**src/rtl/risc_pkg.sv**
```systemverilog
// Shared constants for the 8-bit RISC core: datapath widths, opcode
// encodings and execute-stage FSM states.
package risc_pkg;

  localparam int DATA_W = 8;
  localparam int REG_AW = 2;

  localparam logic [2:0] OP_ADD = 3'd0;
  localparam logic [2:0] OP_SUB = 3'd1;
  localparam logic [2:0] OP_AND = 3'd2;
  localparam logic [2:0] OP_OR  = 3'd3;
  localparam logic [2:0] OP_XOR = 3'd4;
  localparam logic [2:0] OP_SHL = 3'd5;
  localparam logic [2:0] OP_SHR = 3'd6;
  localparam logic [2:0] OP_MUL = 3'd7;

  typedef enum logic {
    ST_IDLE = 1'b0,
    ST_MUL  = 1'b1
  } state_e;

endpackage

```
**src/rtl/exec_stage_if.sv**
```systemverilog
// Issue (decode -> execute) and write-back (execute -> register file) signals.
interface exec_stage_if #(
  parameter int DATA_W = 8,
  parameter int REG_AW = 2
);

  logic              in_valid;
  logic              in_ready;
  logic [2:0]        opcode;
  logic [DATA_W-1:0] op_a;
  logic [DATA_W-1:0] op_b;
  logic [REG_AW-1:0] rd;
  logic              flush;
  logic              wb_valid;
  logic [REG_AW-1:0] wb_reg;
  logic [DATA_W-1:0] wb_data;
  logic              zero_flag;
  logic              carry_flag;

  modport master (
    output in_valid, opcode, op_a, op_b, rd, flush,
    input  in_ready, wb_valid, wb_reg, wb_data, zero_flag, carry_flag
  );

  modport slave (
    input  in_valid, opcode, op_a, op_b, rd, flush,
    output in_ready, wb_valid, wb_reg, wb_data, zero_flag, carry_flag
  );

endinterface

```
**src/rtl/exec_stage_shift_add_mul.sv**
```systemverilog
// Sequential shift-add multiplier: one partial product per cycle, DATA_W cycles.
// done/product present the final iteration combinationally so the caller can register it.
module shift_add_mul #(
  parameter int DATA_W = 8
) (
  input  logic                clk,
  input  logic                rst_n,
  input  logic                start,
  input  logic                abort,
  input  logic [DATA_W-1:0]   a,
  input  logic [DATA_W-1:0]   b,
  output logic                done,
  output logic [2*DATA_W-1:0] product
);
  import risc_pkg::*;

  localparam int CNT_W = $clog2(DATA_W + 1);

  logic [2*DATA_W-1:0] mcand_q, mcand_d;
  logic [2*DATA_W-1:0] acc_q, acc_d;
  logic [2*DATA_W-1:0] acc_next;
  logic [DATA_W-1:0]   mplier_q, mplier_d;
  logic [CNT_W-1:0]    cnt_q, cnt_d;

  always_comb begin
    acc_next = acc_q + (mplier_q[0] ? mcand_q : '0);
    mcand_d  = mcand_q;
    acc_d    = acc_q;
    mplier_d = mplier_q;
    cnt_d    = cnt_q;
    if (abort) begin
      cnt_d = '0;
    end else if (start) begin
      mcand_d  = {{DATA_W{1'b0}}, a};
      mplier_d = b;
      acc_d    = '0;
      cnt_d    = CNT_W'(DATA_W);
    end else if (cnt_q != '0) begin
      // multiplicand shifts left as multiplier shifts right: bit i adds a << i
      acc_d    = acc_next;
      mcand_d  = mcand_q << 1;
      mplier_d = mplier_q >> 1;
      cnt_d    = cnt_q - CNT_W'(1);
    end
  end

  assign done    = (cnt_q == CNT_W'(1)) && !abort;
  assign product = acc_next;

  always_ff @(posedge clk or negedge rst_n) begin
    if (!rst_n) begin
      mcand_q  <= '0;
      acc_q    <= '0;
      mplier_q <= '0;
      cnt_q    <= '0;
    end else begin
      mcand_q  <= mcand_d;
      acc_q    <= acc_d;
      mplier_q <= mplier_d;
      cnt_q    <= cnt_d;
    end
  end

endmodule

```
**src/rtl/exec_stage.sv**
```systemverilog
// Execute stage: single-cycle ALU plus multi-cycle multiply, driving the
// register-file write port one cycle after completion.
module exec_stage #(
  parameter int DATA_W = risc_pkg::DATA_W,
  parameter int REG_AW = risc_pkg::REG_AW
) (
  input  logic         clk,
  input  logic         rst_n,
  exec_stage_if.slave  io
);
  import risc_pkg::*;

  state_e              state_q, state_d;
  logic                in_ready, accept, mul_start, mul_abort, mul_done;
  logic [2*DATA_W-1:0] mul_prod;
  logic [REG_AW-1:0]   mul_rd_q, mul_rd_d;

  logic [DATA_W:0]     sum;
  logic [2*DATA_W-1:0] shl_w, shr_w;
  logic [DATA_W-1:0]   alu_res;
  logic                alu_carry;

  logic                wb_valid_q, wb_valid_d;
  logic [REG_AW-1:0]   wb_reg_q, wb_reg_d;
  logic [DATA_W-1:0]   wb_data_q, wb_data_d;
  logic                zero_q, zero_d;
  logic                carry_q, carry_d;

  shift_add_mul #(.DATA_W(DATA_W)) u_mul (
    .clk     (clk),
    .rst_n   (rst_n),
    .start   (mul_start),
    .abort   (mul_abort),
    .a       (io.op_a),
    .b       (io.op_b),
    .done    (mul_done),
    .product (mul_prod)
  );

  // Shifts run through a double-width window so the last bit shifted out
  // lands at a fixed position (and is 0 for a zero shift).
  always_comb begin
    sum       = {1'b0, io.op_a} + {1'b0, io.op_b};
    shl_w     = {{DATA_W{1'b0}}, io.op_a} << io.op_b[2:0];
    shr_w     = {io.op_a, {DATA_W{1'b0}}} >> io.op_b[2:0];
    alu_res   = '0;
    alu_carry = 1'b0;
    case (io.opcode)
      OP_ADD: begin alu_res = sum[DATA_W-1:0]; alu_carry = sum[DATA_W]; end
      OP_SUB: begin alu_res = io.op_a - io.op_b; alu_carry = (io.op_a < io.op_b); end
      OP_AND: alu_res = io.op_a & io.op_b;
      OP_OR:  alu_res = io.op_a | io.op_b;
      OP_XOR: alu_res = io.op_a ^ io.op_b;
      OP_SHL: begin alu_res = shl_w[DATA_W-1:0]; alu_carry = shl_w[DATA_W]; end
      OP_SHR: begin alu_res = shr_w[2*DATA_W-1:DATA_W]; alu_carry = shr_w[DATA_W-1]; end
      default: ;
    endcase
  end

  always_ff @(posedge clk or negedge rst_n) begin
    if (!rst_n) state_q <= ST_IDLE;
    else        state_q <= state_d;
  end

  always_comb begin
    state_d = state_q;
    case (state_q)
      ST_IDLE: if (mul_start) state_d = ST_MUL;
      ST_MUL:  if (io.flush || mul_done) state_d = ST_IDLE;
      default: state_d = ST_IDLE;
    endcase
  end

  always_comb begin
    in_ready  = (state_q == ST_IDLE) && !io.flush;
    accept    = io.in_valid && in_ready;
    mul_start = accept && (io.opcode == OP_MUL);
    mul_abort = io.flush && (state_q == ST_MUL);
  end

  // Flush wins over a multiply finishing on the same edge.
  always_comb begin
    mul_rd_d   = mul_start ? io.rd : mul_rd_q;
    wb_valid_d = 1'b0;
    wb_reg_d   = wb_reg_q;
    wb_data_d  = wb_data_q;
    zero_d     = zero_q;
    carry_d    = carry_q;
    if (accept && (io.opcode != OP_MUL)) begin
      wb_valid_d = 1'b1;
      wb_reg_d   = io.rd;
      wb_data_d  = alu_res;
      zero_d     = (alu_res == '0);
      carry_d    = alu_carry;
    end else if ((state_q == ST_MUL) && mul_done && !io.flush) begin
      wb_valid_d = 1'b1;
      wb_reg_d   = mul_rd_q;
      wb_data_d  = mul_prod[DATA_W-1:0];
      zero_d     = (mul_prod[DATA_W-1:0] == '0);
      carry_d    = |mul_prod[2*DATA_W-1:DATA_W];
    end
  end

  always_ff @(posedge clk or negedge rst_n) begin
    if (!rst_n) begin
      mul_rd_q   <= '0;
      wb_valid_q <= 1'b0;
      wb_reg_q   <= '0;
      wb_data_q  <= '0;
      zero_q     <= 1'b0;
      carry_q    <= 1'b0;
    end else begin
      mul_rd_q   <= mul_rd_d;
      wb_valid_q <= wb_valid_d;
      wb_reg_q   <= wb_reg_d;
      wb_data_q  <= wb_data_d;
      zero_q     <= zero_d;
      carry_q    <= carry_d;
    end
  end

  assign io.in_ready   = in_ready;
  assign io.wb_valid   = wb_valid_q;
  assign io.wb_reg     = wb_reg_q;
  assign io.wb_data    = wb_data_q;
  assign io.zero_flag  = zero_q;
  assign io.carry_flag = carry_q;

endmodule

```
**src/flat_wrapper.sv**
```systemverilog
// flat-port wrapper written by rule: the top's interface ports become plain ports
module exec_stage_flat import risc_pkg::*;
#(
  parameter int DATA_W = risc_pkg::DATA_W,
  parameter int REG_AW = risc_pkg::REG_AW
)
  (clk, rst_n, io_in_valid, io_opcode, io_op_a, io_op_b, io_rd, io_flush, io_in_ready, io_wb_valid, io_wb_reg, io_wb_data, io_zero_flag, io_carry_flag);
  exec_stage_if #(.DATA_W(DATA_W), .REG_AW(REG_AW)) io_i ();
  input  logic clk;
  input  logic rst_n;
  input wire logic [$bits(io_i.in_valid)-1:0] io_in_valid;
  input wire logic [$bits(io_i.opcode)-1:0] io_opcode;
  input wire logic [$bits(io_i.op_a)-1:0] io_op_a;
  input wire logic [$bits(io_i.op_b)-1:0] io_op_b;
  input wire logic [$bits(io_i.rd)-1:0] io_rd;
  input wire logic [$bits(io_i.flush)-1:0] io_flush;
  output wire logic [$bits(io_i.in_ready)-1:0] io_in_ready;
  output wire logic [$bits(io_i.wb_valid)-1:0] io_wb_valid;
  output wire logic [$bits(io_i.wb_reg)-1:0] io_wb_reg;
  output wire logic [$bits(io_i.wb_data)-1:0] io_wb_data;
  output wire logic [$bits(io_i.zero_flag)-1:0] io_zero_flag;
  output wire logic [$bits(io_i.carry_flag)-1:0] io_carry_flag;
  assign io_i.in_valid = io_in_valid;
  assign io_i.opcode = io_opcode;
  assign io_i.op_a = io_op_a;
  assign io_i.op_b = io_op_b;
  assign io_i.rd = io_rd;
  assign io_i.flush = io_flush;
  assign io_in_ready = io_i.in_ready;
  assign io_wb_valid = io_i.wb_valid;
  assign io_wb_reg = io_i.wb_reg;
  assign io_wb_data = io_i.wb_data;
  assign io_zero_flag = io_i.zero_flag;
  assign io_carry_flag = io_i.carry_flag;
  exec_stage #(.DATA_W(DATA_W), .REG_AW(REG_AW)) u_core (.clk(clk), .rst_n(rst_n), .io(io_i));
endmodule
```
**config.mk**
```make
export PLATFORM = sky130hd
export DESIGN_NAME = exec_stage_flat
export DESIGN_NICKNAME = d
export VERILOG_FILES = /design/src/rtl/risc_pkg.sv /design/src/rtl/exec_stage_if.sv /design/src/rtl/exec_stage_shift_add_mul.sv /design/src/rtl/exec_stage.sv /design/src/flat_wrapper.sv
export SDC_FILE = /design/constraint.sdc
export NUM_CORES = 1
export LEC_CHECK = 0
export CAP_MARGIN = 10
export CORE_MARGIN = 3
export CORE_UTILIZATION = 55
export CTS_BUF_LIST = sky130_fd_sc_hd__clkbuf_16
export DETAILED_ROUTE_END_ITERATION = 12
export MAX_ROUTING_LAYER = met4
export PLACE_DENSITY = 0.76
export SYNTH_ARGS = -nofsm -noshare
export SYNTH_HDL_FRONTEND = slang
export SYNTH_SLANG_ARGS = --single-unit
```
**constraint.sdc**
```tcl
create_clock -name clk -period 7.7 [get_ports clk]
set_clock_uncertainty 0.2 [all_clocks]
set_input_delay 0.77 -clock clk [delete_from_list [all_inputs] [get_ports clk]]
set_output_delay 0.77 -clock clk [all_outputs]
set_load 0.005 [all_outputs]
```
==> impl_metrics.json <==
{
  "status": "finished clean",
  "cp.required_ns": 7.75,
  "use_met1_pct": 42.3,
  "setup_viol": 0,
  "cp_slowest_cell": "clkdlybuf4s50_1",
  "wl_per_cell_um": 19.7,
  "synthesis.nets": 667,
  "routabilityCongestion": 1.01,
  "p_leak_nw": 2.57,
  "avgSynthCellArea_um2": 8.13,
  "drv_slew": 0,
  "hold_viol": 0,
  "die_h_um": 99.8,
  "cts_buffers": 9,
  "ctsHtreeMaxLevel": 3,
  "final.min_clock_period_ns": 4.30,
  "worst_pin_slew_ns": 0.949,
  "drv_cap": 0,
  "antenna_cells": 0,
  "crit_fanout": 22,
  "ys_top_cells_by_area": "dfrtp_1 (31%), ha_1 (11%), nand2_1 (6.7%)",
  "cp_common_cell": "a221oi_1",
  "ir_worst_vdd_uv": 181,
  "dp_hpwl_um": 10600,
  "worstPathCellList": "clkdlybuf4s50_1, ha_1, fa_1, nand2b_1, xnor2_1, a221oi_1, o21ai_0, a221oi_1, nand3_1, or4_1, o21ai_1",
  "period_share_pct": 55.8,
  "track_usage_pct": 30.5,
  "synthAdderAreaFrac_pct": 12.3,
  "initialDrtViolationCount": 427,
  "vias": 4610,
  "synth_seq_cells": 60,
  "use_met2_pct": 47.3,
  "initial_core_util_pct": 57.8,
  "ys_warn_count": 0,
  "wirelength_um": 14500,
  "row_count": 33,
  "crit_path_end_kind": "register",
  "io-pin-count": 39,
  "drc": 0,
  "rsz0062_at_grt": "false",
  "antenna_found_initial": 0,
  "synth_top_area_cell": "dfrtp_1",
  "vias_per_cell": 6.29,
  "synth-compound-area-share_pct": 24.3,
  "cts-resized-gates": 0,
  "clk_pin_slew_ns": 0.05,
  "ant_nets": 0,
  "grt_pass1_vias": 4353,
  "crit_arrival_ns": 4.35,
  "setup.worst_path.class": "in -> reg",
  "grt_max_degree": 54,
  "core_area_mm2": 0.00838,
  "syn_to_final_growth_pct": 15.7,
  "cp_slowest_stage_delay_ns": 0.90,
  "worst_setup_path_start_kind": "input port",
  "muxShareOfSynthArea_pct": 5.01,
  "drive_gt1_share_pct": 5.57,
  "die_area_mm2": 0.00997,
  "clkSinkCount": 60,
  "ctsHoldBuffers": 0,
  "die-width_um": 99.8,
  "dr.pass1.iters": 5,
  "synth_flop_cell": "dfrtp_1",
  "synth_cell_types": 58,
  "synth_top_family_by_area": "compound AO/OA/AOI/OAI gates",
  "yosysSeqAreaShare_pct": 31.0,
  "relSlewSlack_pct": 36.6,
  "power.total_mw": 1.37,
  "synth_xor_area_share_pct": 3.80,
  "synth_edf_count": 0,
  "clock.fmax_mhz": 233,
  "top_regs": "u_core.u_mul.acc_q x16, u_core.u_mul.mcand_q x16",
  "port_buffers": 38,
  "netlist_instances": 596,
  "synthSimpleGateAreaFrac_pct": 19.1,
  "async_flop_share_pct": 100,
  "clk_path_buf_depth": 2,
  "use_met3_pct": 4.45,
  "grt_pass1_wl_um": 23200,
  "cts_tree": "yes",
  "holdWs_ns": 0.0682,
  "power_density_mw_per_mm2": 244,
  "grt.overflow.total": 0,
  "worstHoldPathType": "in -> async",
  "nets": 694,
  "grt-busiest-layer": "met2",
  "syn_area_mm2": 0.00484,
  "tns_ns": 0,
  "final_util_pct": 66.9,
  "clk_latency_ns": 0.33,
  "cts_setup_buffers": 0,
  "synth_top_area_share_pct": 31.0,
  "cts_root_buffer": "clkbuf_16",
  "fillers": 695
}
[report_power, final]
| group | switching, mW | internal [mW] |
|---|---|---|
| Combinational | 0.272 | 0.187 |
| Sequential | 0.0672 | 0.402 |
| Clock | 0.154 | 0.285 |
| Total | 0.494 | 0.874 |
[routing by layer]
| metal | share of wire (%) | vias to the layer above |
|---|---|---|
| met4 | 1.8 | 0 |
| met5 | 0 | - |
| met1 | 45 | 2232 |
| met3 | 6.5 | 19 |
| met2 | 47 | 173 |
| li1 | - | 2186 |
[worst paths after layout]
| check | startpoint | end | slack, ns | cells past startpoint |
|---|---|---|---|---|
| max | io_op_b[0] | u_core.io.zero_flag | 3.40 | 11 |
| min | rst_n | u_core.io.wb_data[5] | 0.07 | 1 |
| max reg2reg | u_core.u_mul.mplier_q[0] | u_core.io.carry_flag | 4.25 | 11 |
| min reg2reg | u_core.io.wb_reg[1] | u_core.io.wb_reg[1] | 0.28 | 2 |
| max in group asynchronous | rst_n | u_core.u_mul.mcand_q[3] | 6.33 | 2 |
| min in group clk | u_core.io.wb_reg[1] | u_core.io.wb_reg[1] | 0.28 | 2 |
[layout make-up]
class                           count  area [um2]  share of cell area [%]
Clock buffer                        9         225                    4.02
Clock inverter                      7         100                    1.79
Inverter                           26        97.6                    1.74
Multi-Input combinational cell    483        3140                    56.0
Sequential cell                    60        1500                    26.8
Tap cell                          105         131                    2.34
Timing Repair Buffer               43         413                    7.37
[cell usage after synthesis, drive strengths merged, types with 6 or more instances]
cell type and instances:
nand2 86, a22o 9, a21oi 50, ha 43
nor3 8, a31oi 6, a21o 6, o21ai 59
buf 12, and2 16, xor2 7, a22oi 7
clkbuf 15, nor2 59, xnor2 14, mux2i 17
nand3 13, dfrtp 60, inv 26, nand2b 6
a221oi 6
[logic make-up after synthesis]
family | count (synthesis)
DFF | 60
muxes | 21
AOI/OAI and AO/OA | 186
adders and majority gates | 46
buffers and inverters | 53
and+or+nand+nor | 209
xor gates and xnor gates | 21
[through the flow]
step	setup slack, ns	cells	instance area, um2
after floorplan	4.32	596	4840
after global routing	3.15	733	5610
after global placement	3.17	717	5280
final	3.40	733	5610
after CTS	3.44	733	5610
after detailed placement	3.13	717	5280
[critical path: cells and delay by family]
family                   cells  cell delay [ns]
AO/OA/AOI/OAI                4             0.98
XOR/XNOR                     1             0.07
adder cells (fa/ha/maj)      2             0.99
buffers and inverters        1             0.90
AND/OR/NAND/NOR              3             0.65
[layout by cell type (no fill, tap or decap), types with 4 or more instances in the layout]
cell type	n
a21o_1	6
a21oi_1	49
a221o_1	5
a221oi_1	6
a22o_1	9
a22oi_1	7
a31oi_1	6
and2_1	16
buf_4	5
clkbuf_16	9
clkdlybuf4s50_1	37
dfrtp_1	60
ha_1	43
inv_1	25
mux2i_1	16
nand2_1	86
nand2b_1	6
nand3_1	13
nor2_1	59
nor3_1	8
o211ai_1	5
o21ai_0	57
o21bai_1	5
o221ai_1	4
o22ai_1	4
o31ai_1	4
or3_1	5
xnor2_1	14
xor2_1	7
No activity file was read; power rests on OpenSTA's default activity.
